### src/rtl/cpu_trace_buffer.sv
// Event-trace capture for the pipelined core: circular, stop-when-full and PC-trigger modes, drained over valid/ready.
// Optional build macro TRACE_TIMESTAMP_EN prepends a 32-bit cycle timestamp to each record and adds ts_now.
module cpu_trace_buffer #(
    parameter int PC_W      = 32,
    parameter int DATA_W    = 32,
    parameter int REG_W     = 5,
    parameter int DEPTH     = 64,
    parameter int POST_TRIG = 16,
`ifdef TRACE_TIMESTAMP_EN
    localparam int TS_W     = 32,
`else
    localparam int TS_W     = 0,
`endif
    localparam int REC_W    = TS_W + 2 + REG_W + PC_W + DATA_W,
    localparam int PTR_W    = $clog2(DEPTH),
    localparam int CNT_W    = PTR_W + 1
) (
    input  logic              clk,
    input  logic              rst,
    input  logic              arm,
    input  logic              stop,
    input  logic [1:0]        mode,
    input  logic [PC_W-1:0]   trig_pc,
    input  logic [PC_W-1:0]   pc_ex,
    input  logic              regwrite_ex,
    input  logic [REG_W-1:0]  regsel_ex,
    input  logic [DATA_W-1:0] writedata,
    input  logic              gpio_we_wb,
    input  logic              rd_ready,
    output logic              rd_valid,
    output logic [REC_W-1:0]  rd_data,
    output logic [CNT_W-1:0]  count,
    output logic              busy,
    output logic              triggered,
    output logic              overflow
`ifdef TRACE_TIMESTAMP_EN
    ,
    output logic [31:0]       ts_now
`endif
);

    typedef enum logic [1:0] {S_IDLE, S_ARMED, S_POST, S_DONE} state_t;

    state_t           state_reg, state_next;
    logic [PTR_W-1:0] wr_ptr_reg, rd_ptr_reg, post_cnt_reg;
    logic [CNT_W-1:0] count_reg;
    logic [1:0]       mode_reg;
    logic             triggered_reg, overflow_reg;
    logic [REC_W-1:0] mem [DEPTH];

    logic             event_in, capture, arm_accept, is_full;
    logic             trig_hit, fill_last, rd_valid_int, pop;
    logic [REC_W-1:0] record;

`ifdef TRACE_TIMESTAMP_EN
    logic [31:0] ts_reg;

    always_ff @(posedge clk or posedge rst) begin
        if (rst) ts_reg <= '0;
        else     ts_reg <= ts_reg + 32'd1;
    end

    assign ts_now = ts_reg;
    assign record = {ts_reg, gpio_we_wb, regwrite_ex, regsel_ex, pc_ex, writedata};
`else
    assign record = {gpio_we_wb, regwrite_ex, regsel_ex, pc_ex, writedata};
`endif

    assign event_in     = regwrite_ex | gpio_we_wb;
    assign capture      = event_in && (state_reg == S_ARMED || state_reg == S_POST);
    assign arm_accept   = arm && (state_reg == S_IDLE || state_reg == S_DONE);
    assign is_full      = (count_reg == CNT_W'(DEPTH));
    assign trig_hit     = capture && state_reg == S_ARMED && mode_reg == 2'd2 && pc_ex == trig_pc;
    assign fill_last    = capture && state_reg == S_ARMED && mode_reg == 2'd1
                          && count_reg == CNT_W'(DEPTH - 1);
    assign rd_valid_int = (state_reg == S_DONE) && (count_reg != '0);
    // A same-cycle arm discards the buffer, so it suppresses the pop.
    assign pop          = rd_valid_int && rd_ready && !arm;

    always_ff @(posedge clk or posedge rst) begin
        if (rst) state_reg <= S_IDLE;
        else     state_reg <= state_next;
    end

    always_comb begin
        state_next = state_reg;
        case (state_reg)
            S_IDLE:  if (arm) state_next = S_ARMED;
            S_ARMED: begin
                if (stop || fill_last) state_next = S_DONE;
                else if (trig_hit)     state_next = (POST_TRIG == 0) ? S_DONE : S_POST;
            end
            S_POST: begin
                if (stop || (capture && post_cnt_reg == PTR_W'(1))) state_next = S_DONE;
            end
            S_DONE: begin
                if (arm) state_next = S_ARMED;
                else if (count_reg == '0 || (pop && count_reg == CNT_W'(1))) state_next = S_IDLE;
            end
            default: state_next = S_IDLE;
        endcase
    end

    always_comb begin
        busy     = (state_reg == S_ARMED) || (state_reg == S_POST);
        rd_valid = rd_valid_int;
        rd_data  = rd_valid_int ? mem[rd_ptr_reg] : '0;
    end

    assign count     = count_reg;
    assign triggered = triggered_reg;
    assign overflow  = overflow_reg;

    always_ff @(posedge clk or posedge rst) begin
        if (rst) begin
            wr_ptr_reg    <= '0;
            rd_ptr_reg    <= '0;
            count_reg     <= '0;
            post_cnt_reg  <= '0;
            mode_reg      <= 2'd0;
            triggered_reg <= 1'b0;
            overflow_reg  <= 1'b0;
        end else if (arm_accept) begin
            wr_ptr_reg    <= '0;
            rd_ptr_reg    <= '0;
            count_reg     <= '0;
            triggered_reg <= 1'b0;
            overflow_reg  <= 1'b0;
            mode_reg      <= (mode == 2'd3) ? 2'd0 : mode;
        end else begin
            if (capture) begin
                wr_ptr_reg <= wr_ptr_reg + PTR_W'(1);
                // Full buffer: the oldest record is dropped by moving the read side along.
                if (is_full) begin
                    rd_ptr_reg   <= rd_ptr_reg + PTR_W'(1);
                    overflow_reg <= 1'b1;
                end else begin
                    count_reg <= count_reg + CNT_W'(1);
                end
            end
            if (trig_hit) begin
                triggered_reg <= 1'b1;
                post_cnt_reg  <= PTR_W'(POST_TRIG);
            end else if (capture && state_reg == S_POST) begin
                post_cnt_reg <= post_cnt_reg - PTR_W'(1);
            end
            if (pop) begin
                rd_ptr_reg <= rd_ptr_reg + PTR_W'(1);
                count_reg  <= count_reg - CNT_W'(1);
            end
        end
    end

    always_ff @(posedge clk) begin
        if (capture) mem[wr_ptr_reg] <= record;
    end

endmodule

### config.mk
export PLATFORM = sky130hd
export DESIGN_NAME = cpu_trace_buffer
export DESIGN_NICKNAME = d
export VERILOG_FILES = /design/src/rtl/cpu_trace_buffer.sv
export SDC_FILE = /design/constraint.sdc
export NUM_CORES = 2
export LEC_CHECK = 0
export CORE_MARGIN = 5
export CORE_UTILIZATION = 38
export CTS_BUF_LIST = sky130_fd_sc_hd__clkbuf_2 sky130_fd_sc_hd__clkbuf_4 sky130_fd_sc_hd__clkbuf_8
export DETAILED_ROUTE_END_ITERATION = 6
export GPL_ROUTABILITY_DRIVEN = 0
export SLEW_MARGIN = 25
export SYNTH_ARGS = -nofsm -noshare
export SYNTH_HDL_FRONTEND = slang
export SYNTH_MEMORY_MAX_BITS = 65536
export SYNTH_SLANG_ARGS = --single-unit
### constraint.sdc
create_clock -name clk -period 21.5 [get_ports clk]
set_input_delay 2.15 -clock clk [delete_from_list [all_inputs] [get_ports clk]]
set_output_delay 2.15 -clock clk [all_outputs]
set_load 0.01 [all_outputs]
Word-level counts from Yosys, hierarchy flattened
Memory sizes are Yosys's and may differ from the RTL's.
Cells that the tools add are included.

word-level totals
  register bits = 31
  memory bits (writable) = 4544
  input port bits = 110
  output and inout bits = 82
  memories kept = 1

operators by class
  add/sub/neg operators = 5
  eq/ne operators = 16
  multiplexer cells = 28
  bitwise logic cells = 2
  reductions and logical operators = 33

memories
  memory  words  bits a word  rd ports  clocked after memory_dff  write ports  line  RTL
  mem     64     71           1         0                         1            49    logic [REC_W-1:0] mem [DEPTH];

operators by type and width
  operator                                                                 number
  71-bit two-way mux                                                       1
  6-bit two-way mux                                                        8
  32-bit equality test                                                     1
  7-bit two-way mux                                                        4
  2-bit two-way mux                                                        7
  1-bit logical AND                                                        13
  6-bit by 1-bit adder with 6-bit output, second input constant            2
  3-bit by 2-bit inequality test with 1-bit output, second input constant  3
  2-bit equality test, second input constant                               4
  2-bit case mux with 4 select lines                                       1
  2-bit AND reduction                                                      4
  2-bit nonzero test                                                       4
  7-bit by 1-bit adder with 7-bit output, second input constant            1
  7-bit by 1-bit equality test with 1-bit output, second input constant    1
  7-bit by 6-bit equality test with 1-bit output, second input constant    1
  7-bit equality test, second input constant                               1
  7-bit zero test                                                          1
  1-bit two-way mux                                                        7
  7-bit nonzero test                                                       1
  7-bit by 1-bit subtractor with 7-bit output, second input constant       1
  6-bit by 1-bit equality test with 1-bit output, second input constant    1
  3-bit nonzero test                                                       2
  6-bit by 1-bit subtractor with 6-bit output, second input constant       1
  1-bit logical OR                                                         5
  8 further kinds                                                          9

Depth between registers and ports, before layout
  word-level depth = 9
  depth in mapped cells = 11
  mapped depth without buffers = 8

Worst setup path before layout
OpenSTA, ideal clock, no wires.

  kind = input to register
  from = input port gpio_we_wb
  to = memory mem[47][0] (netlist name), enable pin
  arrival time = 7.845 ns
  required time = 20.898 ns
  path slack = 13.053 ns
  stages = 4
  cell sequence = o21a_1 > and4_1 > nand2_1 > nor3b_1

on the way
  cells in the longest elaborated chain, start to end = 4

ends and longest elaborated chain
  what                                     line  RTL
  start, declared                          28    input logic gpio_we_wb,
  1-bit OR                                 69    assign event_in = regwrite_ex | gpio_we_wb;
  1-bit logical AND                        70    assign capture = event_in && (state_reg == S_ARMED || state_reg == S_POST);
  1-bit two-way mux                        155   if (capture) mem[wr_ptr_reg] <= record;
  1-bit two-way mux (not written as such)  155
  end, declared                            49

No other way between the ends.

Worst setup path after layout
  from = register rd_ptr_reg[2]
  to = output port rd_data[9]

on the way
  cells in the longest elaborated chain, start to end = 2

ends and longest elaborated chain
  what                     line  RTL
  start, declared          45    logic [PTR_W-1:0] wr_ptr_reg, rd_ptr_reg, post_cnt_reg;
  start signal, assigned   135   rd_ptr_reg <= rd_ptr_reg + PTR_W'(1);
  start signal, assigned   148   rd_ptr_reg <= rd_ptr_reg + PTR_W'(1);
  memory read 64 x 71 bit  -
  71-bit two-way mux       107   rd_data = rd_valid_int ? mem[rd_ptr_reg] : '0;
  end, declared            31    output logic [REC_W-1:0] rd_data,

No other way between the ends.

==> metrics.md <==
| Metric | Value |
|---|---|
| Syn_nets | 7574 |
| Routed wire length | 530 mm |
| Gate power share | 0.233 |
| Antenna violations before repair | 52 |
| Total grt overflow | 0 |
| Final antenna-violating net count | 0 |
| Largest net degree at the start of global routing | 116 |
| Skew-Pair Late Insertion Delay | 1.26 ns |
| CP bufs+invs | 7 |
| Critical Path End Type | output port |
| Required time of the critical path | 19.35 ns |
| Std cell rows | 248 |
| Port bufs | 191 |
| Most common cell on crit path | buf_4 |
| Ys Warns | 0 |
| Worst-path clk slew | 0.06 ns |
| Post-DP HPWL | 279 mm |
| #FFs+latches synth | 4575 |
| CTS H-tree lvls | 6 |
| Type of the worst setup path | register to output port |
| Full die area | 471000 µm² |
| Total clock buffers created by CTS | 702 |
| Top post-synthesis cells by area | edfxtp_1 (79%), mux4_2 (15%), mux2i_1 (1.6%), o22ai_1 (1.5%), buf_2 (0.53%) |
| Sequential-to-total area share from yosys stat | 0.790 |
| Via/cell ratio | 5.95 |
| Die width | 686 µm |
| Worst-path cell chain | buf_12 -> buf_4 -> buf_4 -> buf_4 -> buf_4 -> buf_4 -> mux4_2 -> o22ai_1 -> or4_1 -> a21oi_1 -> clkdlybuf4s50_1 |
| Reg2reg start | state_reg[0] |
| Critical Path Start | rd_ptr_reg[2] |
| Fin nets | 8359 |
| Hold Violations, Final | 0 |
| Cell internal pwr | 15.9 mW |
| Top-count cell post-synth | edfxtp_1 |
| Drt initial violations | 12.1k |
| Peak VDD IR | 0.0933 mV |
| Clock Tree Buf Depth | 4 |
| Critical-path maximum fanout | 113 |
| Fmax | 91.2 MHz |
| Min Tclk post-route | 10.97 ns |
| Synth area leader | edfxtp_1 |
| Gate Count Post-Synth | 7452 |
| FFs w/ async S/R, synth | 0.00678 |
| Die height | 686 µm |
| Core area | 456000 µm² |
| Switching part of the total | 0.285 |
| DRC | 0 |
| WL per Instance | 35.8 µm |
| Synth Area per Inst | 23.3 µm² |
| Setup tns final | 0 ns |
| Share of the synthesized area in the top cell type | 0.785 |
| Total track usage | 0.220 |
| Fin crit share | 0.510 |
| # setup viols final | 0 |
| Vias | 88.0k |
| Reg power frac | 0.454 |
| Min-delay src | overflow |
| Post-cts resize count | 0 |
| Most common flop cell mapped by yosys | edfxtp_1 |
| Max reg flops | 4544 |
| Least-Margin Pin Slew | 1.17 ns |
| Clock Tree Root | clkbuf_8 |
| Synth Cell Area | 174000 µm² |
| Clock power frac | 0.313 |
| NetSw | 6.35 mW |
| Clock sinks | 4575 |
| Setup Fix Bufs, Post-CTS | 0 |
| Max-Cap Viols | 0 |
| Initial Util | 0.381 |
| Hold Buf Count CTS | 0 |
| Hold_ws | 0.492 ns |
| Power Density | 113 nW/µm² |
| Netlist cell types | 57 |
| Vias in the first global route | 88.5k |
| Pwr Total | 22.3 mW |
| CTS tree | built |
| Family with the most delay on the worst path | buffers and inverters |
| First-pass GRT wire length | 724 mm |
| Max-slew violations | 0 |
| Layout cell share with drive strength beyond 1 | 0.307 |
| Static Leak | 60.6 nW |
| CP max stage cell | buf_4 |
| Detailed Routing Iterations Pass 1 | 6 |
| Area growth syn-to-layout | 13.7% |
| CP startpoint kind | register |
| Boundary Pins | 192 |
| Status | finished clean |
| Critical path arrival | 8.82 ns |
| Clock Skew | 0.0525 ns |
| Synth cell count leaders | edfxtp_1 (4544), mux4_2 (1136), o22ai_1 (427) |
| Number of synthesized flops with an enable pin | 4544 |
| Rel. slew slack | 0.218 |
| Worst stage delay on the critical path | 0.94 ns |
| HP Class | register to register |
| RSZ-0062 raised after global routing | false |
==> final cells by class <==
class                   count  area [µm²]
diodes                     28        70.1
clock buffers             956       11700
clock inverters           275        1690
fillers                 38300      258000
inverters                  17        65.1
multi-input cells        2459       35000
flip-flops and latches   4575      137000
well taps                6000        7510
repair buffers            482        4210
==> final timing paths <==
kind / slack [ns] / cells after the start / endpoint
worst max-delay path: 10.53 / 11 / rd_data[9]
worst min-delay path: 0.49 / 2 / overflow
worst max register to register: 15.98 / 8 / mem[40][68]
worst min register to register: 0.49 / 2 / overflow
max in group asynchronous: 19.70 / 3 / rd_ptr_reg[0]
min in group asynchronous: 1.37 / 3 / mode_reg[0]
==> worst reg2reg max path, cell delays in order (launching register included) <==
cell and delay [ns]:
dfrtp_1 0.42, inv_1 0.11, ha_1 0.42, o21ai_1 0.37, nor2_1 0.41, nand2_1 0.70
nor2_4 0.93, buf_4 0.66, buf_4 0.95
==> per-stage QoR <==
| stage | setup slack, ns | std cells | instance area (µm²) | utilization |
|---|---|---|---|---|
| after floorplan | 13.05 | 7452 | 174000 | - |
| after global placement | 11.73 | 13500 | 184000 | 0.403 |
| after detailed placement | 11.70 | 13500 | 184000 | 0.403 |
| after CTS | 10.34 | 14800 | 197000 | 0.433 |
| after global routing | 10.17 | 14800 | 197000 | 0.433 |
| final | 10.53 | 14800 | 197000 | 0.433 |
==> logic make-up (layout without fill, tap and decap cells) <==
family                     count (synthesis)  after routing  share of synthesized area
AOI/OAI and AO/OA                        535            535                     0.0189
xor gates and xnor gates                  40             40                    0.00202
adders and majority gates                 12             12                   0.000864
muxes                                   1422           1422                      0.164
DFF                                     4575           4575                      0.790
other                                      0             28                          0
buffers and inverters                    418           1730                     0.0123
and+or+nand+nor                          450            450                     0.0124
==> power groups by stage <==
stage                     clock network [mW]  registers (mW)  logic [mW]
after floorplan                            0            10.3        3.58
after global placement                     0            10.3        5.20
after detailed placement                   0            10.3        5.24
after CTS                               7.09            10.1        5.26
after global routing                    7.51            10.1        5.50
final                                   6.98            10.1        5.19
==> cells in the final DEF, fill, tap and decap left out, types with 8 or more instances in the layout <==
master,count
nor2_4,61
buf_12,17
clkinv_1,153
nor2b_1,8
inv_6,14
o21ai_0,8
buf_4,289
nand2_1,72
nand2b_1,9
nor3_1,63
clkdlybuf4s50_1,120
buf_16,8
nand3_1,16
xor2_1,29
ha_1,12
clkinvlp_4,15
nor3_2,10
a21oi_1,71
mux4_2,1136
dfrtp_1,27
o22ai_1,427
edfxtp_1,4544
diode_2,28
nor2_1,122
buf_2,42
clkbuf_8,717
or4_1,27
xnor2_1,10
inv_8,10
clkbuf_4,239
mux2i_1,284
inv_1,16
clkinv_8,8
clkinv_2,61
==> layer usage <==
metal / GRT usage / up-vias / part of all wire
met5: 0 / - / 0.00023
met1: 0.306 / 48000 / 0.38
met2: 0.353 / 5315 / 0.48
met4: 0.0673 / 16 / 0.033
met3: 0.0452 / 943 / 0.11
li1: - / 33700 / -
Power figures use the tool's default switching activity.
